<file path="src/rtl/mem_arbiter.sv">
// Arbitration stage between the icache/dcache and a single RAM port.
// Data requests win, except that a starvation counter forces an instruction grant.
module mem_arbiter #(
    parameter int unsigned STARVE_LIMIT = 4
) (
    input  logic        CLK,
    input  logic        nRST,
    input  logic        iREN,
    input  logic [31:0] iaddr,
    output logic        iwait,
    output logic [31:0] iload,
    input  logic        dREN,
    input  logic        dWEN,
    input  logic [31:0] daddr,
    input  logic [31:0] dstore,
    output logic        dwait,
    output logic [31:0] dload,
    output logic        ramREN,
    output logic        ramWEN,
    output logic [31:0] ramaddr,
    output logic [31:0] ramstore,
    input  logic [31:0] ramload,
    input  logic [1:0]  ramstate
);

    typedef enum logic [1:0] {StIdle, StIgnt, StDgnt} state_e;

    localparam logic [1:0] RamAccess = 2'd2;
    localparam logic [3:0] Limit     = 4'(STARVE_LIMIT);

    state_e     state_q, state_d;
    logic [3:0] starve_q, starve_d;
    logic       d_req;

    assign d_req = dREN | dWEN;

    always_ff @(posedge CLK or negedge nRST) begin
        if (!nRST) begin
            state_q  <= StIdle;
            starve_q <= 4'd0;
        end else begin
            state_q  <= state_d;
            starve_q <= starve_d;
        end
    end

    always_comb begin
        state_d  = state_q;
        starve_d = starve_q;
        iwait    = 1'b1;
        dwait    = 1'b1;
        iload    = 32'd0;
        dload    = 32'd0;
        ramREN   = 1'b0;
        ramWEN   = 1'b0;
        ramaddr  = 32'd0;
        ramstore = 32'd0;

        unique case (state_q)
            StIdle: begin
                if (d_req && !(iREN && starve_q == Limit)) begin
                    state_d = StDgnt;
                end else if (iREN) begin
                    state_d = StIgnt;
                end
            end

            StIgnt: begin
                if (!iREN) begin
                    state_d = StIdle;  // abort: strobes stay low, counter untouched
                end else begin
                    ramaddr = iaddr;
                    ramREN  = 1'b1;
                    if (ramstate == RamAccess) begin
                        iwait    = 1'b0;
                        iload    = ramload;
                        state_d  = StIdle;
                        starve_d = 4'd0;
                    end
                end
            end

            StDgnt: begin
                if (!d_req) begin
                    state_d = StIdle;
                end else begin
                    ramaddr  = daddr;
                    ramstore = dstore;
                    ramWEN   = dWEN;
                    ramREN   = dREN & ~dWEN;
                    if (ramstate == RamAccess) begin
                        dwait   = 1'b0;
                        dload   = dWEN ? 32'd0 : ramload;
                        state_d = StIdle;
                        if (!iREN) begin
                            starve_d = 4'd0;
                        end else if (starve_q < Limit) begin
                            starve_d = starve_q + 4'd1;
                        end
                    end
                end
            end

            default: state_d = StIdle;
        endcase
    end

endmodule

</file>
<file path="config.mk">
export PLATFORM = sky130hd
export DESIGN_NAME = mem_arbiter
export DESIGN_NICKNAME = d
export VERILOG_FILES = /design/src/rtl/mem_arbiter.sv
export SDC_FILE = /design/constraint.sdc
export NUM_CORES = 1
export LEC_CHECK = 0
export CORE_AREA = 2 2 103 105
export DETAILED_ROUTE_END_ITERATION = 10
export DIE_AREA = 0 0 105 107
export DONT_BUFFER_PORTS = 1
export GPL_TIMING_DRIVEN = 0
export PLACE_DENSITY = 0.37
export RECOVER_POWER = 100
export SLEW_MARGIN = 10
export SYNTH_ARGS = -nofsm -noshare
export SYNTH_HDL_FRONTEND = slang
export SYNTH_SLANG_ARGS = --single-unit
</file>
<file path="constraint.sdc">
create_clock -name CLK -period 2.2 [get_ports CLK]
set_input_delay 0.11 -clock CLK [delete_from_list [all_inputs] [get_ports CLK]]
set_output_delay 0.11 -clock CLK [all_outputs]
set_load 0.02 [all_outputs]
</file>
Yosys cells after proc, flatten, opt, wreduce, memory -nomap -nowiden
Cells that the tools add are included.
{"block": "classes", "addsub": 1, "n_mul": 0, "n_div": 0, "n_lt_le_gt_ge": 1, "n_eq_ne": 10, "shifts": 0, "muxes": 35, "bitwise": 3, "reduce_logical": 6}
{"cell": "$mux W32", "n": 11}
{"cell": "$pmux W32 S2", "n": 1}
{"cell": "$mux W4", "n": 6}
{"cell": "$mux W2", "n": 5}
{"cell": "$mux W1", "n": 9}
{"cell": "$ne A2 B2 Y1 const B", "n": 4}
{"cell": "$pmux W4 S2", "n": 1}
{"cell": "$ne A3 B3 Y1 const B", "n": 2}
{"cell": "$pmux W2 S3", "n": 1}
{"cell": "$reduce_and A6 Y1", "n": 1}
{"cell": "$add A4 B1 Y4 const B", "n": 1}
{"cell": "$eq A2 B2 Y1 const B", "n": 2}
{"cell": "$eq A4 B3 Y1 const B", "n": 1}
{"cell": "$lt A4 B3 Y1 const B", "n": 1}
{"cell": "$eq A2 B1 Y1 const B", "n": 1}
{"cell": "$logic_and A1 B1 Y1", "n": 2}
{"cell": "$logic_not A2 Y1", "n": 1}
{"cell": "$pmux W1 S2", "n": 1}
{"cell": "$reduce_bool A2 Y1", "n": 1}
{"cell": "$and A1 B1 Y1", "n": 1}
{"cell": "$logic_not A1 Y1", "n": 1}
{"cell": "$not A1 Y1", "n": 1}
{"cell": "$or A1 B1 Y1", "n": 1}
{"block": "word_totals", "reg_bits": 6, "latch_bits": 0, "mem_bits_rw": 0, "mem_bits_ro": 0, "in_bits": 135, "output_inout_bits": 132, "elab_cells": 58, "n_memories": 0}

Depth between registers and ports, before layout
{"block": "depth", "depth_word": 6, "ltp_mapped": 7, "ltp_nobuf": 6}

Worst setup path after synthesis
Ideal clock, no wire load.
{"block": "synth_timing", "path_type": "flip-flop to output port", "startpoint": "reg state_q[0]", "endpoint": "out ramaddr[11]", "arrival_time_ps": 1542, "required_ps": 2090, "path_slack_ps": 548, "path_stages_with_launch": 8, "path_buffers": 2, "cell_sequence": "dfrtp_1 > inv_1 > ha_1 > o21a_4 > buf_6 > buf_2 > a22oi_1 > nor2b_1"}
{"block": "synth_between", "elab_chain_len": 2, "elab_cells_between_ends": 3, "classes_between": "eq/ne: 2; mux: 1"}
{"item": "from (decl)", "line": "31", "source": "state_e state_q, state_d;"}
{"item": "from (signal assigned)", "line": "39", "source": "state_q <= StIdle;"}
{"item": "from (signal assigned)", "line": "42", "source": "state_q <= state_d;"}
{"item": "$eq A2 B2 Y1 / $eq A2 B1 Y1 (equally long branches)", "line": "59", "source": "unique case (state_q)"}
{"item": "$pmux W32 S2 (*)", "line": "59"}
{"item": "to (decl)", "line": "20", "source": "output logic [31:0] ramaddr,"}
Mark *: on every way between the ends. The rest lies on a longest branch, timed or not.

Final worst setup path
{"block": "layout_timing", "startpoint": "reg state_q[0]", "endpoint": "out ramaddr[25]"}
The elaborated chain is that of the path after synthesis.

==> flow_summary.json <==
{
  "status": "finished clean",
  "final_util": 0.1896,
  "place_ws_ps": 148.7,
  "antenna_found_initial": 1,
  "rsz0062_at_grt": "false",
  "drive_gt1_frac": 0.1250,
  "synth_enable_flop_cells": 0,
  "cp-startpoint": "state_q[0]",
  "cp_slowest_cell": "dfrtp_1",
  "postCtsSetupBuffers": 0,
  "ys.flop_type": "dfrtp_1",
  "numCtsBuffers": 3,
  "setup_ws_ps": 147.0,
  "p_total_uw": 1765,
  "wire_per_inst_um": 18.79,
  "final_antenna_net_count": 0,
  "area_growth_pct": 12.92,
  "drc": 0,
  "cts_tree": "done",
  "cts_sinks": 6,
  "hold_class": "in -> reg",
  "fillers": 1160,
  "critical_path_class": "reg -> out",
  "final.setup.tns_ps": 0,
  "grt_pass1_wl_mm": 9.591,
  "hpwl_mm": 6.164,
  "critPathArrivalTime_ps": 1940,
  "grt_max_degree": 11,
  "ys_ff_latch": 6,
  "cts-root-buf": "clkbuf_8",
  "async_flop_share": 1.000,
  "vias": 1791,
  "p_leak_uw": 0.0008006,
  "final.min_clock_period_ps": 2053,
  "io_buffers": 0,
  "max_cap_viol_count": 0,
  "dieHeight_um": 107,
  "die-area_um2": 11240,
  "fin_hold_ws_ps": 69.27,
  "hp-start": "iREN",
  "hold_viol": 0,
  "wirelength_mm": 7.104,
  "grt_pass1_vias": 1653,
  "drv_slew": 0,
  "max_stage_delay_ps": 400,
  "die_w_um": 105,
  "post-route-period-util": 0.9332,
  "clockBufferDepth": 2,
  "ys_seq_area_frac": 0.08863,
  "relSlewSlack": 0.5303,
  "crit_buf_inv": 3,
  "row_count": 37,
  "power_density_nw_per_um2": 922.4,
  "drt_first_pass_iters": 4,
  "startpoint_type": "flop",
  "clock_latency_ps": 220,
  "drt-initial-drc-count": 84,
  "grt.total_usage": 0.1094,
  "yosysWarnings": 0,
  "netlist_instances": 236,
  "grt_overflow": 0,
  "worstPathRequired_ps": 2090,
  "max_freq_mhz": 487.1,
  "synth_area_um2": 1694,
  "end_kind": "output pin",
  "syn_nets": 377,
  "ir_worst_vdd_mv": 0.3672,
  "nNetsFinal": 383,
  "crit_family": "buffers and inverters",
  "io_pins": 267,
  "crit_chain": "inv_1, ha_1, o21a_4, buf_6, buf_2, a22oi_1, nor2b_2",
  "tightest_slew_ps": 698.2,
  "cp_max_fo": 10,
  "worst_clock_skew_ps": 0.6611,
  "layout.cells.most_common": "and2_1",
  "worstReg2RegStart": "state_q[0]",
  "ys_types": 34,
  "path_clk_slew_ps": 40,
  "cts_max_level": 1,
  "gp_congestion": 0.7304,
  "layout_common_cells": "and2_1, a22oi_1, and3_1",
  "setup_violations": 0,
  "start_util": 0.1679,
  "syn_area_per_cell_um2": 7.178,
  "via_per_inst": 4.738,
  "core_um2": 10090
}
[final cells by class]
class | instances | area, µm² | share of cell area
multi-input cells | 200 | 1381 | 0.7220
well taps | 136 | 170.2 | 0.08895
flip-flops and latches | 6 | 150.1 | 0.07848
plain buffers | 23 | 128.9 | 0.06736
clock buffers | 3 | 41.29 | 0.02158
inverters | 7 | 26.28 | 0.01373
repair buffers | 1 | 10.01 | 0.005232
diodes | 2 | 5.005 | 0.002616
[worst reg2reg max path, cell delays in order, from the launching register on]
cell and delay (ps):
dfrtp_1 400, inv_1 90, ha_1 280, o21a_4 200, nor2_1 80, nor3_1 410, mux2_4 340
[cell families after synthesis]
kind of cell	Yosys count	share of synthesized area
AND/OR/NAND/NOR	150	0.5539
buffers and inverters	30	0.09158
AO/OA/AOI/OAI	42	0.2068
multiplexers	2	0.01477
flip-flops	6	0.08862
adder cells (fa/ha/maj)	6	0.04431
[layer usage]
layer  part of all wire  up-vias  track usage
met5                  0        -            0
met3              0.095        2      0.02796
met2               0.52      143       0.2073
li1                   -      818            -
met4             0.0052        0      0.01714
met1               0.38      828       0.1249
[cell usage after synthesis (2+ instances only)]
library cell / n / share of area
and2_1: 65 / 0.24
nor2b_1: 34 / 0.13
a22oi_1: 32 / 0.14
and3_1: 32 / 0.12
clkbuf_1: 12 / 0.027
inv_1: 7 / 0.016
dfrtp_1: 6 / 0.089
ha_1: 6 / 0.044
nor2_1: 5 / 0.011
buf_2: 4 / 0.012
nand2_1: 4 / 0.0089
buf_6: 3 / 0.020
clkbuf_2: 3 / 0.0089
nand3b_1: 2 / 0.0089
nor2_2: 2 / 0.0074
[stage by stage]
| step | cell area [µm²] | instances |
|---|---|---|
| floorplan | 1694 | 236 |
| global placement | 1864 | 372 |
| detailed placement | 1864 | 372 |
| CTS | 1924 | 376 |
| global route | 1908 | 376 |
| finish | 1913 | 378 |
[state kept, by name, indices dropped and copies added (netlist names)]
register	count
state_q	2
starve_q	4
[repair_timing]
item                                    in CTS  in global routing
hold buffers                                 1                  0
hold endpoints to repair                     6                  0
endpoints found under the setup margin      22                 19
gates cloned                                 0                  0
gates resized for setup                      4                  9
[path summary, 6_finish.rpt]
kind                               end  slack (ps)  cells after the start
max                        ramaddr[25]         150                      7
min                         state_q[0]          70                      1
max reg2reg                starve_q[0]         270                      6
min reg2reg                starve_q[3]         520                      1
max in group asynchronous   state_q[0]        1760                      1
min in group asynchronous  starve_q[1]         210                      1
[power breakdown]
part	internal (µW)	total (µW)	switching [µW]
clock network	117	160	43.2
registers	144	172	28.4
logic	468	1430	964
No activity file was read; power rests on OpenSTA's default activity.
